<file path="src/rtl/clk_div_ctrl.sv">
// Run-time controller for a 2N clock divider: programmable half-period, glitch-free
// ratio changes at toggle boundaries, and clean start/stop with the output parking low.
module clk_div_ctrl #(
  parameter int W        = 8,
  parameter int DEF_HALF = 3
) (
  input  logic         clk,
  input  logic         reset,
  input  logic         en,
  input  logic         cfg_valid,
  input  logic [W-1:0] cfg_half,
  output logic         cfg_ready,
  output logic         clk_div,
  output logic         rise_tick,
  output logic         fall_tick,
  output logic         busy,
  output logic         cfg_err
);

  typedef enum logic [1:0] {IDLE, RUN, STOP} state_t;

  localparam logic [W-1:0] DEF = W'(DEF_HALF);

  state_t       state, state_nxt;
  logic [W-1:0] cnt, cnt_nxt;
  logic [W-1:0] active_half, half_nxt;
  logic [W-1:0] pend_half, ph_nxt;
  logic         pend_vld, pv_nxt;
  logic         div_nxt;
  logic         toggle;
  logic         xfer, cfg_bad, cfg_ok, bnd;

  assign cfg_ready = !pend_vld;
  assign busy      = (state != IDLE);
  assign xfer      = cfg_valid && cfg_ready;
  assign cfg_bad   = xfer && (cfg_half == '0);
  assign cfg_ok    = xfer && (cfg_half != '0);
  assign bnd       = (cnt == active_half - W'(1));

  always_comb begin
    state_nxt = state;
    cnt_nxt   = cnt;
    div_nxt   = clk_div;
    half_nxt  = active_half;
    pv_nxt    = pend_vld;
    ph_nxt    = pend_half;
    toggle    = 1'b0;
    case (state)
      IDLE: begin
        cnt_nxt = '0;
        div_nxt = 1'b0;
        // Pending left over from a stop taken in the same cycle as its transfer
        if (pend_vld) begin
          half_nxt = pend_half;
          pv_nxt   = 1'b0;
        end
        if (cfg_ok) half_nxt = cfg_half;
        if (en) state_nxt = RUN;
      end
      default: begin
        if (state == RUN && !en && !clk_div) begin
          // Low phase stop: output already parked, no toggle needed
          state_nxt = IDLE;
          cnt_nxt   = '0;
          if (pend_vld) begin
            half_nxt = pend_half;
            pv_nxt   = 1'b0;
          end
        end else begin
          if (bnd) begin
            toggle  = 1'b1;
            div_nxt = !clk_div;
            cnt_nxt = '0;
            if (pend_vld) begin
              half_nxt = pend_half;
              pv_nxt   = 1'b0;
            end
          end else begin
            cnt_nxt = cnt + W'(1);
          end
          // Outside the low-phase exit, clk_div is 1 here whenever en==0
          if (en)       state_nxt = RUN;
          else if (bnd) state_nxt = IDLE;
          else          state_nxt = STOP;
        end
        if (cfg_ok) begin
          ph_nxt = cfg_half;
          pv_nxt = 1'b1;
        end
      end
    endcase
  end

  always_ff @(posedge clk) begin
    if (!reset) begin
      state       <= IDLE;
      cnt         <= '0;
      clk_div     <= 1'b0;
      active_half <= DEF;
      pend_half   <= '0;
      pend_vld    <= 1'b0;
      rise_tick   <= 1'b0;
      fall_tick   <= 1'b0;
      cfg_err     <= 1'b0;
    end else begin
      state       <= state_nxt;
      cnt         <= cnt_nxt;
      clk_div     <= div_nxt;
      active_half <= half_nxt;
      pend_half   <= ph_nxt;
      pend_vld    <= pv_nxt;
      rise_tick   <= toggle && !clk_div;
      fall_tick   <= toggle && clk_div;
      cfg_err     <= cfg_bad;
    end
  end

endmodule

</file>
<file path="config.mk">
export PLATFORM = sky130hd
export DESIGN_NAME = clk_div_ctrl
export DESIGN_NICKNAME = d
export VERILOG_FILES = /design/src/rtl/clk_div_ctrl.sv
export SDC_FILE = /design/constraint.sdc
export NUM_CORES = 1
export LEC_CHECK = 0
export ABC_CLOCK_PERIOD_IN_PS = 3610
export BUFFER_PORTS_ARGS = -buffer_cell sky130_fd_sc_hd__buf_2
export CORE_ASPECT_RATIO = 0.7
export CORE_MARGIN = 2
export CORE_UTILIZATION = 60
export CTS_CLUSTER_DIAMETER = 60
export DETAILED_ROUTE_END_ITERATION = 10
export GPL_ROUTABILITY_DRIVEN = 0
export PLACE_DENSITY = 0.93
export SLEW_MARGIN = 20
export SYNTH_ARGS = -nofsm -noshare
export SYNTH_HDL_FRONTEND = slang
export SYNTH_SLANG_ARGS = --single-unit
</file>
<file path="constraint.sdc">
create_clock -name clk -period 3.61 [get_ports clk]
set_input_delay 1.083 -clock clk [delete_from_list [all_inputs] [get_ports clk]]
set_output_delay 1.083 -clock clk [all_outputs]
set_load 0.05 [all_outputs]
</file>
==> impl_results.rst <==
.. list-table::
   :header-rows: 1

   * - Metric
     - Value
   * - Run status
     - finished clean
   * - Most Frequent Cell on Critical Path
     - sky130_fd_sc_hd__nor2b_1
   * - Power density relative to cell area
     - roughly 430 nW/um2
   * - Hold-fix buffers, CTS
     - 0
   * - Maximum vdd ir drop
     - roughly 240 uV
   * - Place WS
     - about 0.84 ns
   * - Synth area leaders
     - sky130_fd_sc_hd__dfxtp_1, sky130_fd_sc_hd__mux2i_1, sky130_fd_sc_hd__nand2_1
   * - Routed wire per std cell
     - between 15 and 20 um
   * - Total clock sinks
     - 31
   * - Global-route met2 utilization
     - 49.5%
   * - Synth Register Bits
     - 31
   * - Number of inserted filler cells in the final layout
     - 197
   * - Synthesized netlist net count
     - about 200
   * - Category of the critical setup timing path
     - in2reg
   * - Initial Utilization
     - between 60% and 70%
   * - Relative contribution of combinational cells to total power
     - a little under a fifth
   * - F_max
     - ~400 MHz
   * - Mapped Cells
     - between 150 and 200
   * - Count of flip-flops with a built-in enable after synthesis
     - 0
   * - Wire length reported by the detailed router
     - around 4000 um
   * - Unrepaired setup endpoints after global routing
     - no
   * - Antenna diode instance count
     - 0
   * - Reported leakage power
     - just over 0.7 nW
   * - Clock period minus worst slack
     - ~2.5 ns
   * - Cts repair resizes
     - 0
   * - Worst Setup Start Kind
     - primary input
   * - Worst r2r src
     - active_half[0]$_SDFFE_PN1P_
   * - Internal Dissipation
     - between 0.5 and 0.6 mW
   * - Horizontal die dimension
     - roughly 67 um
   * - Post-CTS Setup Repair Bufs
     - 0
   * - Most numerous cell in the Yosys netlist
     - sky130_fd_sc_hd__dfxtp_1
   * - Pin count of the biggest net entering global routing
     - 31
   * - Worst-case clock buffer depth
     - 2
   * - Net load switching power
     - 0.239 mW
   * - Full die area
     - approximately 3200 um2
   * - Core Rows
     - 15
   * - Final ANT Viol Nets
     - 0
   * - HPWL Detailed
     - about 2900 um
   * - Vias per cell
     - about 6.3
   * - Share of synthesized area occupied by flip-flops and latches
     - between 30% and 40%
   * - Number of CTS-inserted buffers
     - 5
   * - Die height
     - slightly below 50 um
   * - Relative slew margins
     - about 37%
   * - Final standard cell utilization of the core
     - 72.6%
   * - Most frequent cells after synthesis
     - sky130_fd_sc_hd__dfxtp_1, sky130_fd_sc_hd__nand2_1, sky130_fd_sc_hd__mux2i_1
   * - Buffers added on ports
     - 17
   * - R2R Path End
     - clk_div$_SDFFE_PP0P_
   * - Via count of the first global-routing pass
     - around 1500
   * - Worst path arrival time
     - 2.70 ns
   * - Library cells used by synthesis
     - 40
   * - # DRC
     - 0
   * - First-pass GRT wire length
     - 6510 um
   * - Iteration-0 DRC Markers
     - 180
   * - Capturing element type of the critical path
     - flop
   * - End of the worst hold path
     - fall_tick$_SDFF_PN0_
   * - Global routing usage summed across all routing layers
     - 28.5%
   * - Share of post-route cells with drive strength above 1
     - about 16%
   * - Placed Instance Area
     - 1770 um2
   * - Number of vias in the routed layout
     - ~1500
   * - Syn Std Cell Area
     - around 1700 um2
   * - Number of setup violations in the final report
     - 0
   * - Non-filler cells, final
     - between 200 and 250
   * - Sequence of cells on the critical path
     - buf_2 -> nor2b_1 -> o21ai_0 -> nor2_1 -> mux2i_1 -> nor2b_1
   * - Setup slack of the most critical reg-to-reg path
     - between 1 and 1.5 ns
   * - CTS clk-pin slew, worst paths
     - roughly 0.070 ns
   * - Most Used Layer, Global Route
     - met2
   * - H-tree levels
     - 2
   * - Net count reported at finish
     - 219
   * - Average instance area after synthesis
     - about 9 um2
   * - Largest area contributor in the synthesized netlist
     - sky130_fd_sc_hd__dfxtp_1
   * - Library cell used as clock root buffer
     - sky130_fd_sc_hd__clkbuf_8
   * - Final setup TNS
     - 0 ns
   * - Max-slew violations
     - 0
   * - Net Sw Frac
     - 30.2%
   * - TritonCTS clock tree
     - built
   * - Clock latency on the worst-skew pair
     - slightly below 0.3 ns
   * - Hold path start
     - clk_div$_SDFFE_PP0P_
   * - Global-route met1 utilization
     - approximately a third
   * - Highest-delay cell along the critical path
     - sky130_fd_sc_hd__nor2_1
   * - Part of the power in the clock network
     - 33.6%
   * - Sequential fraction of design power
     - approximately 48%
   * - Sum of overflow across all layers after global routing
     - 0
   * - Post-route cell area
     - 1850 um2
   * - Largest driver fanout on the critical path
     - 9
   * - Classification of the worst-slack hold path
     - reg2reg
   * - Worst stage delay on the critical path
     - roughly 0.73 ns
   * - Post-synthesis to final-layout area growth
     - 10.9%
   * - Worst Setup Slack, final
     - around 1.1 ns
   * - Post-placement cell count
     - approximately 230
   * - Share of Yosys cell area claimed by the top area cell type
     - between 30% and 40%
   * - Count of TritonRoute iterations in the first routing pass
     - 4
   * - Global Route met3 Usage
     - between 10% and 20%
   * - Transition time at the pin with the least slew margin
     - between 0.9 and 1 ns
   * - Part of the cycle the worst path needs
     - between 60% and 70%
   * - Path depth of the worst reg2reg path
     - 7
   * - Worst clock skew
     - around 0.0057 ns
   * - Reported max-cap violation count
     - 0
   * - Boundary pin count
     - 18
   * - Commonest register cell after synthesis
     - sky130_fd_sc_hd__dfxtp_1
   * - Total core area
     - around 2600 um2
   * - Number of hold violations in the final report
     - 0
   * - Required time reported for the critical path endpoint
     - approximately 3.8 ns
   * - Initial antenna violation count
     - 0
   * - Syn. warnings
     - 0
   * - Cell count of the worst hold path
     - 2
   * - Async set-reset flop share out of synthesis
     - 0%
## per-layer routing
| layer | routed length (um) | share of wire [%] | up-vias |
|---|---|---|---|
| met3 | 354 | 8.8 | 19 |
| li1 | - | - | 695 |
| met1 | 1620 | 40 | 706 |
| met4 | 134 | 3.3 | 0 |
| met5 | 0 | 0 | - |
| met2 | 1890 | 47 | 81 |
## through the flow
step,power (mW),hold WS [ns]
floorplan,0.490,0.460
global placement,0.516,0.480
detailed placement,0.527,0.496
CTS,0.788,0.504
global route,0.823,0.548
finish,0.791,0.502
## power by group through the flow
stage	registers [mW]	logic [mW]	clock network, mW
after floorplan	0.379	0.111	0
after global placement	0.386	0.130	0
after detailed placement	0.388	0.140	0
after CTS	0.380	0.142	0.266
after global routing	0.383	0.156	0.284
final	0.381	0.144	0.265
## cells by family after synthesis
logic type,Yosys count,share of synthesized area [%]
multiplexers,22,13.8
AO/OA/AOI/OAI,24,11.4
buffers and inverters,11,2.99
AND/OR/NAND/NOR,84,26.4
adder cells (fa/ha/maj),2,1.50
XOR/XNOR,13,6.81
flip-flops,31,37.1
## flip-flops by register name (all words and copies together), names as in the netlist
register and flops:
pend_half 8, pend_vld 1, cnt 8, cfg_err 1, rise_tick 1, active_half 8
clk_div 1, state 2, fall_tick 1
## critical path: cells and delay by family
family,cells,cell delay (ns)
buffers and inverters,1,0.08
multiplexers,1,0.32
AO/OA/AOI/OAI,1,0.14
AND/OR/NAND/NOR,3,1.08
## cell type report
cell class                 instances  area (um2)  area share (%)
clock buffer                       7        76.3            4.12
clock inverter                     1        5.00           0.270
inverter                           4        15.0           0.810
multi-input combinational        145        1000            54.0
sequential                        31         621            33.5
tap                               34        42.5            2.30
timing repair buffer              18        92.6            5.00
## worst max-delay path by stage
stage | start | end | cells past startpoint
after global routing | cfg_valid | pend_half[2]$_SDFFE_PN0P_ | 6
after detailed placement | cfg_valid | pend_half[2]$_SDFFE_PN0P_ | 6
after global placement | cfg_valid | pend_half[5]$_SDFFE_PN0P_ | 6
after CTS | cfg_valid | pend_half[2]$_SDFFE_PN0P_ | 6
final | cfg_valid | pend_half[2]$_SDFFE_PN0P_ | 6
after floorplan | cfg_half[4] | active_half[4]$_SDFFE_PN0P_ | 6
## cells in the final DEF, fill, tap and decap left out, types with 2 or more instances in the layout
master                     Yosys  layout
sky130_fd_sc_hd__nor4_1        3       3
sky130_fd_sc_hd__nor2b_1      10      10
sky130_fd_sc_hd__xnor2_1       4       4
sky130_fd_sc_hd__nand2_1      22      22
sky130_fd_sc_hd__xor2_1        9       9
sky130_fd_sc_hd__o211ai_1      7       7
sky130_fd_sc_hd__clkbuf_1      5       2
sky130_fd_sc_hd__inv_1         4       4
sky130_fd_sc_hd__and3_1        4       4
sky130_fd_sc_hd__dfxtp_1      31      31
sky130_fd_sc_hd__or4_1         3       3
sky130_fd_sc_hd__mux2i_1      20      20
sky130_fd_sc_hd__nor3_1        5       5
sky130_fd_sc_hd__mux2_4        2       2
sky130_fd_sc_hd__nor2_1       14      14
sky130_fd_sc_hd__o21ai_0       5       5
sky130_fd_sc_hd__nand3_1      11      11
sky130_fd_sc_hd__buf_2         0      17
sky130_fd_sc_hd__ha_1          2       2
sky130_fd_sc_hd__clkbuf_8      0       5
sky130_fd_sc_hd__or4_4         2       2
sky130_fd_sc_hd__and2_1        2       2
sky130_fd_sc_hd__o21a_1        2       2
sky130_fd_sc_hd__or2_2         2       2
No activity file was read; power rests on OpenSTA's default activity.
